[src/rtl/imem_debug_loader_if.sv]
// rtl/imem_debug_loader_if.sv - host byte link and instruction RAM port b bundle for the debug loader
interface imem_debug_loader_if;
   logic [7:0]  rx_data;
   logic        rx_valid;
   logic        rx_ready;
   logic [7:0]  tx_data;
   logic        tx_valid;
   logic        tx_ready;
   logic [31:0] ram_addr;
   logic [31:0] ram_din;
   logic        ram_we;
   logic [31:0] ram_dout;

   modport master (
      output rx_data, rx_valid, tx_ready, ram_dout,
      input  rx_ready, tx_data, tx_valid, ram_addr, ram_din, ram_we
   );

   modport slave (
      input  rx_data, rx_valid, tx_ready, ram_dout,
      output rx_ready, tx_data, tx_valid, ram_addr, ram_din, ram_we
   );
endinterface

[src/rtl/imem_debug_loader.sv]
// rtl/imem_debug_loader.sv - byte-stream block write/read engine on instruction RAM port b
// Header: opcode, 4 address bytes, 2 count bytes (all MSB-first), then N data words.
module imem_debug_loader #(
   parameter logic [7:0] CMD_WRITE = 8'h57,
   parameter logic [7:0] CMD_READ  = 8'h52
) (
   input  logic             clk,
   input  logic             rst,
   imem_debug_loader_if.slave bus,
   output logic             busy,
   output logic             cpu_hold,
   output logic             cmd_err
);

   typedef enum logic [3:0] {
      S_IDLE, S_HDR_ADDR, S_HDR_CNT, S_WR_DATA, S_WR_PULSE,
      S_RD_ADDR, S_RD_CAP, S_RD_TX, S_DONE
   } state_e;

   state_e      state_q;
   logic [31:0] addr_q;
   logic [31:0] din_q;
   logic [31:0] tx_sh_q;
   logic [15:0] cnt_q;
   logic [1:0]  byte_q;
   logic        is_rd_q;
   logic        ram_we_q;
   logic        tx_valid_q;
   logic        busy_q;
   logic        cmd_err_q;

   logic        accept_st;
   logic        rx_fire;
   logic        tx_fire;
   logic [15:0] cnt_shift;

   // Byte acceptance is gated by rst so nothing is consumed during the reset cycle.
   assign accept_st = (state_q == S_IDLE) || (state_q == S_HDR_ADDR) ||
                      (state_q == S_HDR_CNT) || (state_q == S_WR_DATA);
   assign bus.rx_ready = accept_st & ~rst;
   assign rx_fire   = bus.rx_valid & bus.rx_ready;
   assign tx_fire   = tx_valid_q & bus.tx_ready;
   assign cnt_shift = {cnt_q[7:0], bus.rx_data};

   assign bus.tx_data  = tx_sh_q[31:24];
   assign bus.tx_valid = tx_valid_q;
   assign bus.ram_addr = addr_q;
   assign bus.ram_din  = din_q;
   assign bus.ram_we   = ram_we_q;
   assign busy         = busy_q;
   assign cpu_hold     = busy_q;
   assign cmd_err      = cmd_err_q;

   always_ff @(posedge clk) begin
      if (rst) begin
         state_q    <= S_IDLE;
         addr_q     <= '0;
         din_q      <= '0;
         tx_sh_q    <= '0;
         cnt_q      <= '0;
         byte_q     <= '0;
         is_rd_q    <= 1'b0;
         ram_we_q   <= 1'b0;
         tx_valid_q <= 1'b0;
         busy_q     <= 1'b0;
         cmd_err_q  <= 1'b0;
      end else begin
         case (state_q)
            S_IDLE: begin
               if (rx_fire) begin
                  if (bus.rx_data == CMD_WRITE || bus.rx_data == CMD_READ) begin
                     is_rd_q <= (bus.rx_data == CMD_READ);
                     byte_q  <= '0;
                     busy_q  <= 1'b1;
                     state_q <= S_HDR_ADDR;
                  end else begin
                     cmd_err_q <= 1'b1;
                  end
               end
            end
            S_HDR_ADDR: begin
               if (rx_fire) begin
                  byte_q <= byte_q + 2'd1;
                  if (byte_q == 2'd3) begin
                     addr_q  <= {addr_q[23:0], bus.rx_data[7:2], 2'b00};
                     state_q <= S_HDR_CNT;
                  end else begin
                     addr_q <= {addr_q[23:0], bus.rx_data};
                  end
               end
            end
            S_HDR_CNT: begin
               if (rx_fire) begin
                  cnt_q  <= cnt_shift;
                  byte_q <= byte_q + 2'd1;
                  if (byte_q == 2'd1) begin
                     byte_q <= '0;
                     if (cnt_shift == 16'd0)
                        state_q <= S_DONE;
                     else if (is_rd_q)
                        state_q <= S_RD_ADDR;
                     else
                        state_q <= S_WR_DATA;
                  end
               end
            end
            S_WR_DATA: begin
               if (rx_fire) begin
                  din_q  <= {din_q[23:0], bus.rx_data};
                  byte_q <= byte_q + 2'd1;
                  if (byte_q == 2'd3) begin
                     ram_we_q <= 1'b1;
                     state_q  <= S_WR_PULSE;
                  end
               end
            end
            S_WR_PULSE: begin
               ram_we_q <= 1'b0;
               addr_q   <= addr_q + 32'd4;
               cnt_q    <= cnt_q - 16'd1;
               state_q  <= (cnt_q == 16'd1) ? S_DONE : S_WR_DATA;
            end
            S_RD_ADDR: begin
               state_q <= S_RD_CAP;
            end
            // RAM output for the address presented in RD_ADDR is valid here.
            S_RD_CAP: begin
               tx_sh_q    <= bus.ram_dout;
               tx_valid_q <= 1'b1;
               byte_q     <= '0;
               state_q    <= S_RD_TX;
            end
            S_RD_TX: begin
               if (tx_fire) begin
                  tx_sh_q <= {tx_sh_q[23:0], 8'h00};
                  byte_q  <= byte_q + 2'd1;
                  if (byte_q == 2'd3) begin
                     tx_valid_q <= 1'b0;
                     addr_q     <= addr_q + 32'd4;
                     cnt_q      <= cnt_q - 16'd1;
                     state_q    <= (cnt_q == 16'd1) ? S_DONE : S_RD_ADDR;
                  end
               end
            end
            S_DONE: begin
               busy_q  <= 1'b0;
               state_q <= S_IDLE;
            end
            default: begin
               state_q <= S_IDLE;
            end
         endcase
      end
   end

endmodule
[src/flat_wrapper.sv]
// flat-port wrapper written by rule: the top's interface ports become plain ports
module imem_debug_loader_flat 
#(
   parameter logic [7:0] CMD_WRITE = 8'h57,
   parameter logic [7:0] CMD_READ  = 8'h52
)
  (clk, rst, busy, cpu_hold, cmd_err, bus_rx_data, bus_rx_valid, bus_tx_ready, bus_ram_dout, bus_rx_ready, bus_tx_data, bus_tx_valid, bus_ram_addr, bus_ram_din, bus_ram_we);
  imem_debug_loader_if bus_i ();
  input  logic clk;
  input  logic rst;
  output logic busy;
  output logic cpu_hold;
  output logic cmd_err;
  input wire logic [$bits(bus_i.rx_data)-1:0] bus_rx_data;
  input wire logic [$bits(bus_i.rx_valid)-1:0] bus_rx_valid;
  input wire logic [$bits(bus_i.tx_ready)-1:0] bus_tx_ready;
  input wire logic [$bits(bus_i.ram_dout)-1:0] bus_ram_dout;
  output wire logic [$bits(bus_i.rx_ready)-1:0] bus_rx_ready;
  output wire logic [$bits(bus_i.tx_data)-1:0] bus_tx_data;
  output wire logic [$bits(bus_i.tx_valid)-1:0] bus_tx_valid;
  output wire logic [$bits(bus_i.ram_addr)-1:0] bus_ram_addr;
  output wire logic [$bits(bus_i.ram_din)-1:0] bus_ram_din;
  output wire logic [$bits(bus_i.ram_we)-1:0] bus_ram_we;
  assign bus_i.rx_data = bus_rx_data;
  assign bus_i.rx_valid = bus_rx_valid;
  assign bus_i.tx_ready = bus_tx_ready;
  assign bus_i.ram_dout = bus_ram_dout;
  assign bus_rx_ready = bus_i.rx_ready;
  assign bus_tx_data = bus_i.tx_data;
  assign bus_tx_valid = bus_i.tx_valid;
  assign bus_ram_addr = bus_i.ram_addr;
  assign bus_ram_din = bus_i.ram_din;
  assign bus_ram_we = bus_i.ram_we;
  imem_debug_loader #(.CMD_WRITE(CMD_WRITE), .CMD_READ(CMD_READ)) u_core (.clk(clk), .rst(rst), .bus(bus_i), .busy(busy), .cpu_hold(cpu_hold), .cmd_err(cmd_err));
endmodule
[config.mk]
export PLATFORM = sky130hd
export DESIGN_NAME = imem_debug_loader_flat
export DESIGN_NICKNAME = d
export VERILOG_FILES = /design/src/rtl/imem_debug_loader_if.sv /design/src/rtl/imem_debug_loader.sv /design/src/flat_wrapper.sv
export SDC_FILE = /design/constraint.sdc
export NUM_CORES = 1
export LEC_CHECK = 0
export BUFFER_PORTS_ARGS = -buffer_cell sky130_fd_sc_hd__buf_4
export CELL_PAD_IN_SITES_DETAIL_PLACEMENT = 0
export CELL_PAD_IN_SITES_GLOBAL_PLACEMENT = 1
export CORE_ASPECT_RATIO = 0.8
export CORE_UTILIZATION = 41
export CTS_CLUSTER_SIZE = 16
export DETAILED_ROUTE_END_ITERATION = 16
export GPL_ROUTABILITY_DRIVEN = 1
export PLACE_DENSITY_LB_ADDON = 0.1
export SLEW_MARGIN = 20
export SYNTH_ARGS = -nofsm -noshare
export SYNTH_HDL_FRONTEND = slang
export SYNTH_SLANG_ARGS = --single-unit
export TNS_END_PERCENT = 5
[constraint.sdc]
create_clock -name clk -period 2.71 [get_ports clk]
set_input_delay 0.6775 -clock clk [delete_from_list [all_inputs] [get_ports clk]]
set_output_delay 0.6775 -clock clk [all_outputs]
set_load 0.005 [all_outputs]
# --- Word level (Yosys, flattened, before mapping) ---
# Cells that the tools add are included.
totals:
  register_bits: 123
  inputBits: 44
  output_inout_bits: 78
  word_cells: 109
op_classes:
  add_sub_neg: 3
  eq_ne: 24
  mux: 42
  bitwise: 5
  n_reduce_logical: 24
ops:
  columns: ["cell", "count"]
  rows:
  - ["32-bit two-way mux", 4]
  - ["32-bit case mux with 3 select lines", 1]
  - ["32-bit case mux with 2 select lines", 1]
  - ["4-bit two-way mux", 13]
  - ["16-bit two-way mux", 3]
  - ["16-bit case mux with 3 select lines", 1]
  - ["32-bit by 3-bit adder with 32-bit output, second input constant", 1]
  - ["4-bit case mux with 8 select lines", 1]
  - ["16-bit by 1-bit equality test with 1-bit output, second input constant", 1]
  - ["4-bit by 3-bit equality test with 1-bit output, second input constant", 4]
  - ["8-bit by 7-bit equality test with 1-bit output, second input constant", 2]
  - ["16-bit zero test", 1]
  - ["16-bit by 1-bit subtractor with 16-bit output, second input constant", 1]
  - ["3-bit AND reduction", 5]
  - ["2-bit two-way mux", 7]
  - ["2-bit by 1-bit != test with 1-bit output, second input constant", 7]
  - ["2-bit case mux with 5 select lines", 1]
  - ["10-bit AND reduction", 1]
  - ["4-bit by 2-bit equality test with 1-bit output, second input constant", 2]
  - ["2-bit != test, second input constant", 4]
  - ["4-bit AND reduction", 2]
  - ["1-bit two-way mux", 6]
  - ["1-bit case mux with 2 select lines", 3]
  - ["6-bit AND reduction", 1]
  - ["other kinds (15)", 25]

# --- Logic depth before layout (Yosys ltp) ---
# Gate-level depths: netlist (run 1).
logic_depth:
  word_depth: 8
  mapped_depth: 8
  depth_no_buf: 7

# --- Least setup slack after synthesis (run 1) ---
# Ideal clock, no wire load.
synth_timing:
  kind: "input port to flip-flop"
  from: "input port bus_rx_data[0]"
  to: "register u_core.byte_q[0]"
  setup_ns: 0.070
  arrival_ns: 2.256
  required_time_ns: 2.640
  slack_ns: 0.383
  path_stages: 6
  n_path_buf: 1
  path_cell_list: "clkbuf_1 xnor2_1 nand4_2 a2111o_1 or4_1 a21oi_1"
synth_via:
  elab_chain_cells: 4
  word_cells_on_any_way: 5
  cone_classes: "3 x eq/ne; 2 x reduce/logical"
synth_rtl:
  columns: ["item", "line", "source"]
  rows:
  - ["from (decl)", "flat_wrapper.sv:14", "input wire logic [$bits(bus_i.rx_data)-1:0] bus_rx_data;"]
  - ["8-bit by 7-bit equality test with 1-bit output", "imem_debug_loader.sv:71", "if (bus.rx_data == CMD_WRITE || bus.rx_data == CMD_READ) begin"]
  - ["1-bit logical OR (*)", "imem_debug_loader.sv:71", null]
  - ["2-bit != test (no line) (*)", null, null]
  - ["6-bit AND reduction (no line) (*)", null, null]
  - ["to (signal assigned)", "imem_debug_loader.sv:83", "byte_q <= byte_q + 2'd1;"]
  - ["to (signal assigned)", "imem_debug_loader.sv:95", "byte_q <= byte_q + 2'd1;"]
  - ["to (signal assigned)", "imem_debug_loader.sv:110", "byte_q <= byte_q + 2'd1;"]
  - ["to (decl)", "imem_debug_loader.sv:25", "logic [1:0] byte_q;"]
# Mark *: on every way between the ends. The rest lies on a longest branch, timed or not.
# A chain may end at the register's enable or synchronous reset.

# --- Final worst setup path (run 1) ---
layout_timing:
  from: "register u_core.state_q[2]"
  to: "register u_core.cnt_q[2]"
layout_via:
  elab_chain_cells: 8
  word_cells_on_any_way: 17
  cone_classes: "8 x eq/ne; 1 x mux; 2 x bitwise; 6 x reduce/logical"
layout_rtl:
  columns: ["item", "line", "source"]
  rows:
  - ["from (decl)", "imem_debug_loader.sv:20", "state_e state_q;"]
  - ["from (signal assigned)", "imem_debug_loader.sv:121", "state_q <= (cnt_q == 16'd1) ? S_DONE : S_WR_DATA;"]
  - ["from (signal assigned)", "imem_debug_loader.sv:141", "state_q <= (cnt_q == 16'd1) ? S_DONE : S_RD_ADDR;"]
  - ["4-bit by 1-bit equality test with 1-bit output / 4-bit zero test (equally long branches)", "imem_debug_loader.sv:38", "assign accept_st = (state_q == S_IDLE) || (state_q == S_HDR_ADDR) ||"]
  - ["1-bit logical OR (2 in series)", "imem_debug_loader.sv:38", null]
  - ["1-bit logical OR", "imem_debug_loader.sv:39", "(state_q == S_HDR_CNT) || (state_q == S_WR_DATA);"]
  - ["1-bit AND", "imem_debug_loader.sv:40", "assign bus.rx_ready = accept_st & ~rst;"]
  - ["1-bit AND", "imem_debug_loader.sv:41", "assign rx_fire = bus.rx_valid & bus.rx_ready;"]
  - ["2-bit by 1-bit != test with 1-bit output (no line)", null, null]
  - ["4-bit AND reduction (no line)", null, null]
  - ["to (signal assigned)", "imem_debug_loader.sv:94", "cnt_q <= cnt_shift;"]
  - ["to (signal assigned)", "imem_debug_loader.sv:120", "cnt_q <= cnt_q - 16'd1;"]
  - ["to (signal assigned)", "imem_debug_loader.sv:140", "cnt_q <= cnt_q - 16'd1;"]
  - ["to (decl)", "imem_debug_loader.sv:24", "logic [15:0] cnt_q;"]
# Several ways; a longest one is shown, not always the timed one.

==> results of run 1 <==
## placed cells by master (no fill, tap or decap), types with 5 or more instances in the layout
| cell | count |
|---|---|
| a211oi_1 | 38 |
| a21o_1 | 6 |
| a21oi_1 | 85 |
| a22oi_1 | 10 |
| a311oi_1 | 5 |
| a31oi_1 | 6 |
| and2_1 | 15 |
| and3_1 | 8 |
| and4_1 | 7 |
| buf_4 | 154 |
| clkbuf_16 | 17 |
| dfxtp_1 | 123 |
| ha_1 | 6 |
| inv_1 | 15 |
| inv_6 | 7 |
| mux2i_1 | 25 |
| nand2_1 | 109 |
| nand2b_1 | 9 |
| nand3_1 | 26 |
| nand4_1 | 11 |
| nor2_1 | 67 |
| nor3_1 | 15 |
| nor3b_1 | 8 |
| nor4_1 | 12 |
| o21ai_0 | 54 |
| o22ai_1 | 5 |
| o31ai_1 | 7 |
| or3_1 | 9 |
| or4_1 | 10 |
## layer usage
metal / global-route usage / vias up / part of all wire
met1: 0.3612 / 3038 / 0.50
met3: 0.05437 / 18 / 0.059
met4: 0.07097 / 0 / 0.010
met2: 0.3582 / 184 / 0.43
met5: 0 / - / 0
li1: - / 3224 / -
## final timing paths
kind,to,slack (ps),depth (start not counted)
hold reg to reg,u_core.bus.ram_din[30]$_SDFFE_PP0P_,450,2
hold / removal,u_core.bus.ram_din[30]$_SDFFE_PP0P_,450,2
setup reg to reg,u_core.cnt_q[2]$_SDFFE_PP0P_,370,6
setup / recovery,u_core.cnt_q[2]$_SDFFE_PP0P_,370,6
## where the power goes
| group | internal (mW) | total (mW) | switching, mW |
|---|---|---|---|
| clock | 1.31 | 2.22 | 0.912 |
| sequential | 1.95 | 2.16 | 0.211 |
| combinational | 0.647 | 1.50 | 0.856 |
| total | 3.90 | 5.88 | 1.98 |
## area by class of cell
cell class	count	area, µm²
fill	1512	7064
multi-input combinational	615	3618
sequential	123	2462
timing repair buffer	155	1176
clock buffer	18	439.2
tap	210	262.8
clock inverter	14	135.1
inverter	15	56.30
## per-stage QoR
step | instance area (µm²) | util | instances | hold slack, ps | setup WS, ps
6_report | 8150 | 0.5357 | 1150 | 453.0 | 373.2
5_1_grt | 8150 | 0.5357 | 1150 | 469.0 | 198.4
4_1_cts | 8150 | 0.5357 | 1150 | 456.7 | 408.2
3_5_place_dp | 7576 | 0.4979 | 1118 | 447.9 | 143.8
3_3_place_gp | 7576 | 0.4979 | 1118 | 442.2 | 215.9
2_1_floorplan | 6480 | - | 832 | 450.3 | 383.4
## logic make-up after synthesis
group           share of synthesized area
simple gates                       0.2539
compound gates                     0.2491
flops                              0.3800
buf+inv                           0.06410
mux                               0.03862
fa+ha+maj                         0.01158
xor+xnor                         0.002704
## critical path, delay by kind of cell (launching register included)
family	cells	cell delay, ps
AO/OA/AOI/OAI	3	1150
flip-flops	1	510
AND/OR/NAND/NOR	2	310
buffers and inverters	1	290
## state kept, by name, indices dropped and copies added, names as in the netlist
register,count
u_core.bus.ram_addr,32
u_core.state_q,4
u_core.byte_q,2
u_core.is_rd_q,1
u_core.cnt_q,16
u_core.busy,1
u_core.bus.ram_we,1
u_core.bus.tx_valid,1
u_core.tx_sh_q,32
u_core.cmd_err,1
u_core.bus.ram_din,32
==> impl_metrics.json, run 1 <==
{
  "synth_cell_types": 63,
  "nets": 977,
  "synth_area_leaders": "dfxtp_1, a21oi_1, nand2_1",
  "cts.sinks": 123,
  "maxSlewHeadroom": 0.3927,
  "area_growth_pct": 25.78,
  "syn-instance-count": 832,
  "htreeDepth": 4,
  "hp-class": "flip-flop to flip-flop",
  "total_power_mw": 5.881,
  "synth-seq-cells": 123,
  "slew_viol_final": 0,
  "tightest_slew_ps": 909.0,
  "clkLatencyLatePin_ps": 420,
  "crit_path_end_kind": "flip-flop",
  "synth_top_area_frac": 0.3800,
  "fin_crit_sh": 0.8623,
  "ys_seq_area_frac": 0.3800,
  "fp.dieW_um": 142.6,
  "cp_slowest_cell": "o21bai_1",
  "ant_nets": 0,
  "synth_most_common_cell": "dfxtp_1",
  "yosys_warnings": 0,
  "die-area_um2": 16310,
  "status": "complete, no violations",
  "startpoint": "u_core.state_q[2]$_SDFFE_PP0P_",
  "cts_setup_buffers": 0,
  "grt_remaining_overflow": 0,
  "wl_per_cell_um": 17.00,
  "crit_type": "flip-flop to flip-flop",
  "post-route-min-period_ps": 2337,
  "avgSynthCellArea_um2": 7.788,
  "arrival_ps": 2680,
  "netlist_top_cells_count": "dfxtp_1, nand2_1, a21oi_1",
  "rsz0062_at_grt": "no",
  "synth_nets": 882,
  "hpwl_um": 13890,
  "cts_buffer_depth": 2,
  "grt_usage": 0.2465,
  "drt_first_pass_iters": 4,
  "ys.flop_type": "dfxtp_1",
  "synth_area_leader_cell": "dfxtp_1",
  "coreArea_um2": 15210,
  "cp_cell_sequence": "buf_4, nand2b_1, nor3_1, o21bai_1, o21ai_0, a21oi_1",
  "final-setup-viol-count": 0,
  "pin_count": 122,
  "fin_skew_ps": 6.960,
  "drive_above_1_share": 0.2160,
  "via_per_inst": 5.621,
  "hp-start": "u_core.bus.ram_din[30]$_SDFFE_PP0P_",
  "maxCapViolations": 0,
  "grt_antenna_before_repair": 0,
  "drt_wl_total_um": 19550,
  "drt-initial-drc-count": 478,
  "drc": 0,
  "path_clk_slew_ps": 60,
  "vdd.ir_drop.worst_v": 0.0004771,
  "cts_hold_buf": 0,
  "grt_pass1_vias": 5951,
  "ctsRootBufferMaster": "clkbuf_16",
  "crit_path_start_kind": "flip-flop",
  "num_rows": 40,
  "cp_max_fo": 19,
  "max_freq_ghz": 0.4279,
  "max_stage_delay_ps": 730,
  "start_util": 0.4259,
  "synth_edf_count": 0,
  "vias": 6464,
  "powerDensity_nw_per_um2": 721.6,
  "required_ps": 3060,
  "n_antenna_cell": 0,
  "gp_congestion": 0.8662,
  "cts_tree": "built",
  "setup-tns-final_ps": 0,
  "async_flop_share": 0,
  "cts_resized": 0,
  "finalHoldViolations": 0,
  "syn_area_um2": 6480,
  "cts_buffers": 17,
  "die_h_um": 114.4,
  "port_buffers": 121,
  "r2r-start": "u_core.state_q[2]$_SDFFE_PP0P_",
  "p_leak_nw": 3.065,
  "grt_max_degree": 54,
  "grt_pass1_wl_um": 31290
}
Note: power is estimated with default switching activity, not from simulation.
==> run 2, diff against run 1 <==
- ABC_AREA: not set -> 1
- CORE_UTILIZATION: 41 -> 39
==> impl_metrics.json, run 2 <==
{
  "async_flop_share": 0,
  "synth_edf_count": 0,
  "num_rows": 42,
  "coreArea_um2": 16550,
  "die-area_um2": 17470,
  "syn_area_um2": 6609,
  "synth_most_common_cell": "nand2_1",
  "tightest_slew_ps": 679.0,
  "final_common_cell": "nand2_1",
  "setup-tns-final_ps": 0,
  "vias": 6826,
  "grt_max_degree": 75,
  "fin_skew_ps": 10.35,
  "yosys_warnings": 0,
  "final-setup-viol-count": 0,
  "max_freq_ghz": 0.4532,
  "cts_setup_buffers": 0,
  "detailedPlace.worstSlack_ps": 470.2,
  "synth_nets": 1098,
  "ys.flop_type": "dfxtp_1",
  "required_ps": 2030,
  "post-route-min-period_ps": 2206,
  "cts_resized": 0,
  "cts_buffer_depth": 2,
  "p_leak_nw": 3.375,
  "hpwl_um": 13110,
  "crit_path_start_kind": "input port",
  "most-common-layout-cells": "nand2_1, nor2_1, buf_4",
  "grt_usage": 0.2295,
  "worst_slack_ps": 503.7,
  "grt_antenna_before_repair": 0,
  "dpl-instance-area_um2": 7606,
  "rsz0062_at_grt": "no",
  "cts_buffers": 17,
  "area_growth_pct": 24.01,
  "nets": 1195,
  "drc": 0,
  "wl_per_cell_um": 13.91,
  "ant_nets": 0,
  "start_util": 0.3992,
  "crit_type": "input port to primary output",
  "gp_congestion": 0.8244,
  "hp-class": "flip-flop to flip-flop",
  "fin_crit_sh": 0.8142,
  "stdcell_area_um2": 8195,
  "vdd.ir_drop.worst_v": 0.0004033,
  "die_h_um": 118.4,
  "synth_area_leaders": "dfxtp_1, nand2_1, nor2_1",
  "slew_viol_final": 0,
  "fp.dieW_um": 147.5,
  "powerDensity_nw_per_um2": 516.0,
  "synth_area_leader_cell": "dfxtp_1",
  "ctsRootBufferMaster": "clkbuf_16",
  "clkLatencyLatePin_ps": 420,
  "drive_above_1_share": 0.1615,
  "finalHoldViolations": 0,
  "synth_cell_types": 30,
  "crit_path_end_kind": "primary output",
  "n_antenna_cell": 0,
  "arrival_ps": 1530,
  "grt_pass1_wl_um": 32160,
  "cts.sinks": 123,
  "htreeDepth": 4,
  "maxCapViolations": 0,
  "port_buffers": 121,
  "maxSlewHeadroom": 0.5474,
  "avgSynthCellArea_um2": 6.306,
  "syn-instance-count": 1048,
  "via_per_inst": 4.954,
  "status": "complete, no violations",
  "whs_ps": 461.9,
  "drt_first_pass_iters": 6,
  "utilization": 0.4951,
  "ys_seq_area_frac": 0.3726,
  "drt_wl_total_um": 19170,
  "cts_tree": "built",
  "synth_top_area_frac": 0.3726,
  "grt_pass1_vias": 6283,
  "path_clk_slew_ps": 60,
  "synth-seq-cells": 123,
  "netlist_top_cells_count": "nand2_1, nor2_1, dfxtp_1",
  "pin_count": 122,
  "drt-initial-drc-count": 536,
  "grt_remaining_overflow": 0,
  "cts_hold_buf": 0,
  "cp_max_fo": 50
}
==> run 2: cell count changes in the layout (fill, tap and decap cells not counted), sizes merged, moves of 15 or more <==
| cell | change |
|---|---|
| nand3b | +15 |
| mux2i | -25 |
| nand3 | +22 |
| o21ai | +55 |
| a31oi | +19 |
| nand2 | +185 |
| a21oi | -15 |
| buf | -18 |
| nor2 | +156 |
| a211oi | -39 |
| and2 | -15 |
| inv | +34 |
==> run 2: worst max-delay path, cell delays in order <==
cell,delay [ps]
buf_4,90
buf_4,480
nor2_1,120
buf_4,160
==> run 2: layer usage <==
layer / routed length, µm / GRT usage
met1: 10120 / 0.3428
met2: 7891 / 0.3234
met3: 1017 / 0.06100
met4: 149 / 0.05155
met5: 0 / 0
==> run 2: through the flow <==
| step | cells | total power, mW |
|---|---|---|
| floorplan | 1048 | 1.908 |
| global placement | 1346 | 1.989 |
| detailed placement | 1346 | 1.988 |
| CTS | 1378 | 4.281 |
| global route | 1378 | 4.367 |
| finish | 1378 | 4.229 |
==> run 2: power by group <==
part | leakage, nW | switching, mW | internal, mW
logic | 2.09 | 0.0730 | 0.0623
registers | 0.990 | 0.00204 | 1.81
clock network | 0.290 | 0.911 | 1.37
==> run 2: final cells by class <==
cell class / count / area (µm²)
well taps: 220 / 275.3
clock buffers: 17 / 425.4
clock inverters: 15 / 163.9
repair buffers: 137 / 1041
multi-input cells: 815 / 3636
flip-flops and latches: 123 / 2462
inverters: 51 / 191.4
fillers: 1748 / 8358
==> run 2: cell families (layout without fill, tap and decap cells) <==
| group | count (synthesis) | after routing | synth area share |
|---|---|---|---|
| compound gates | 210 | 210 | 0.1662 |
| xor+xnor | 4 | 4 | 0.005302 |
| fa+ha+maj | 6 | 6 | 0.01136 |
| buf+inv | 110 | 220 | 0.07762 |
| flops | 123 | 123 | 0.3726 |
| simple gates | 595 | 595 | 0.3669 |
==> run 2: worst paths after layout <==
path                                       start                                  end  slack [ps]  cells past startpoint
setup reg to reg  u_core.state_q[2]$_SDFFE_PP0P_  u_core.bus.ram_addr[0]$_SDFFE_PP0P_         540                     10
hold / removal    u_core.tx_sh_q[3]$_SDFFE_PP0P_       u_core.tx_sh_q[3]$_SDFFE_PP0P_         460                      2
setup / recovery                             rst                         bus_rx_ready         500                      4
hold reg to reg   u_core.tx_sh_q[3]$_SDFFE_PP0P_       u_core.tx_sh_q[3]$_SDFFE_PP0P_         460                      2
==> run 3, diff against run 2 <==
- ABC_AREA: 1 -> 0
- CORE_UTILIZATION: 39 -> 41
- clock period: 2.71 -> 2.23 ns (I/O delays scaled with it)
==> impl_metrics.json, run 3 (synthesized netlist as in run 1, its figures left out) <==
{
  "status": "complete, no violations",
  "gp_congestion": 0.8770,
  "n_antenna_cell": 0,
  "ant_nets": 0,
  "die-area_um2": 16310,
  "drt_wl_total_um": 20110,
  "cp_num_buf_inv": 0,
  "cts_hold_buf": 0,
  "drt-initial-drc-count": 465,
  "nets": 1022,
  "vias": 6690,
  "drt_first_pass_iters": 5,
  "via_per_inst": 5.598,
  "fp.dieW_um": 142.6,
  "p_leak_nw": 3.288,
  "tightest_slew_ps": 711.0,
  "hp-class": "input port to flip-flop",
  "max_stage_delay_ps": 480,
  "pin_count": 122,
  "start_util": 0.4259,
  "fin_crit_sh": 0.9622,
  "crit_path_start_kind": "flip-flop",
  "path_clk_slew_ps": 60,
  "cp_cell_sequence": "nor4b_4, nand4_2, a2111o_1, or4_1, a21oi_1",
  "slew_viol_final": 0,
  "port_buffers": 121,
  "setup-tns-final_ps": 0,
  "cp_slowest_cell": "a2111o_1",
  "grt_pass1_vias": 6174,
  "whs_ps": 391.0,
  "fin_skew_ps": 8.601,
  "cp_max_fo": 8,
  "final-setup-viol-count": 0,
  "ctsRootBufferMaster": "clkbuf_16",
  "arrival_ps": 2490,
  "grt_pass1_wl_um": 32290,
  "grt_antenna_before_repair": 0,
  "max_freq_ghz": 0.4661,
  "utilization": 0.5620,
  "grt_usage": 0.2529,
  "grt_remaining_overflow": 0,
  "final_common_cell": "buf_4",
  "coreArea_um2": 15210,
  "drc": 0,
  "cts_buffers": 17,
  "crit_type": "flip-flop to flip-flop",
  "finalHoldViolations": 0,
  "maxCapViolations": 0,
  "num_rows": 40,
  "dp.cells": 1163,
  "cts_tree": "built",
  "hpwl_um": 14460,
  "cts.sinks": 123,
  "required_ps": 2570,
  "maxSlewHeadroom": 0.5260,
  "cts_buffer_depth": 2,
  "htreeDepth": 4,
  "powerDensity_nw_per_um2": 847.9,
  "grt_max_degree": 65,
  "vdd.ir_drop.worst_v": 0.0005877,
  "critPathTopFamily": "simple AND/OR/NAND/NOR gates",
  "wl_per_cell_um": 16.83,
  "post-route-min-period_ps": 2146,
  "clkLatencyLatePin_ps": 420,
  "crit_path_end_kind": "flip-flop",
  "die_h_um": 114.4,
  "most-common-layout-cells": "buf_4, dfxtp_1, nand2_1",
  "area_growth_pct": 31.96,
  "instances_no_fill": 1195,
  "drive_above_1_share": 0.2569
}
==> run 3: cell types whose count changed in the layout (fill, tap and decap cells not counted), moves of 32 or more <==
cell and delta:
buf_4 +58, inv_1 -32, nor2_1 -151, nand2_1 -182, a211oi_1 +38, o21ai_0 -56
==> run 3: area by class of cell <==
class | count | area (µm²)
Clock inverter | 14 | 112.6
Timing Repair Buffer | 200 | 1577
Tap cell | 210 | 262.8
Inverter | 15 | 56.30
Fill cell | 1479 | 6664
Sequential cell | 123 | 2465
Clock buffer | 18 | 429.2
Multi-Input combinational cell | 615 | 3649
==> run 3: final timing paths <==
| check | depth (start not counted) | start | end | slack, ps |
|---|---|---|---|---|
| setup reg to reg | 5 | u_core.state_q[3]$_SDFFE_PP0P_ | u_core.byte_q[0]$_SDFFE_PP0P_ | 80 |
| hold / removal | 3 | bus_ram_dout[0] | u_core.tx_sh_q[0]$_SDFFE_PP0P_ | 390 |
| hold reg to reg | 2 | u_core.bus.ram_din[29]$_SDFFE_PP0P_ | u_core.bus.ram_din[29]$_SDFFE_PP0P_ | 460 |
| setup / recovery | 5 | u_core.state_q[3]$_SDFFE_PP0P_ | u_core.byte_q[0]$_SDFFE_PP0P_ | 80 |
==> run 3: repair_timing <==
item                                    in CTS  in global routing
endpoints found under the setup margin       0                 24
buffers inserted                             0                  0
hold endpoints to repair                     0                  0
resized for setup                            0                  8
==> run 3: through the flow <==
step | power [mW] | setup WS [ps] | instance area (µm²)
2_1_floorplan | 3.712 | 23.41 | 6480
3_3_place_gp | 4.664 | -126.9 | 7976
3_5_place_dp | 4.695 | -154.2 | 7976
4_1_cts | 7.276 | 27.27 | 8518
5_1_grt | 7.660 | -19.58 | 8551
6_report | 7.250 | 84.32 | 8551
==> run 3: power by group <==
part           internal, mW  total [mW]  switching [mW]
Clock                  1.44        2.56            1.12
Combinational         0.983        2.14            1.15
Sequential             2.37        2.56           0.186
Total                  4.79        7.25            2.46
==> run 3: worst min-delay path: cells and delay by family <==
family	cells	cell delay (ps)
buf+inv	1	80
simple gates	1	80
compound gates	1	60
==> run 3: metal layers <==
layer | global-route usage | up-vias | part of all wire
li1 | - | 3317 | -
met1 | 0.3686 | 3170 | 0.50
met4 | 0.06738 | 0 | 0.014
met3 | 0.06859 | 24 | 0.057
met5 | 0 | - | 0
met2 | 0.3624 | 179 | 0.43
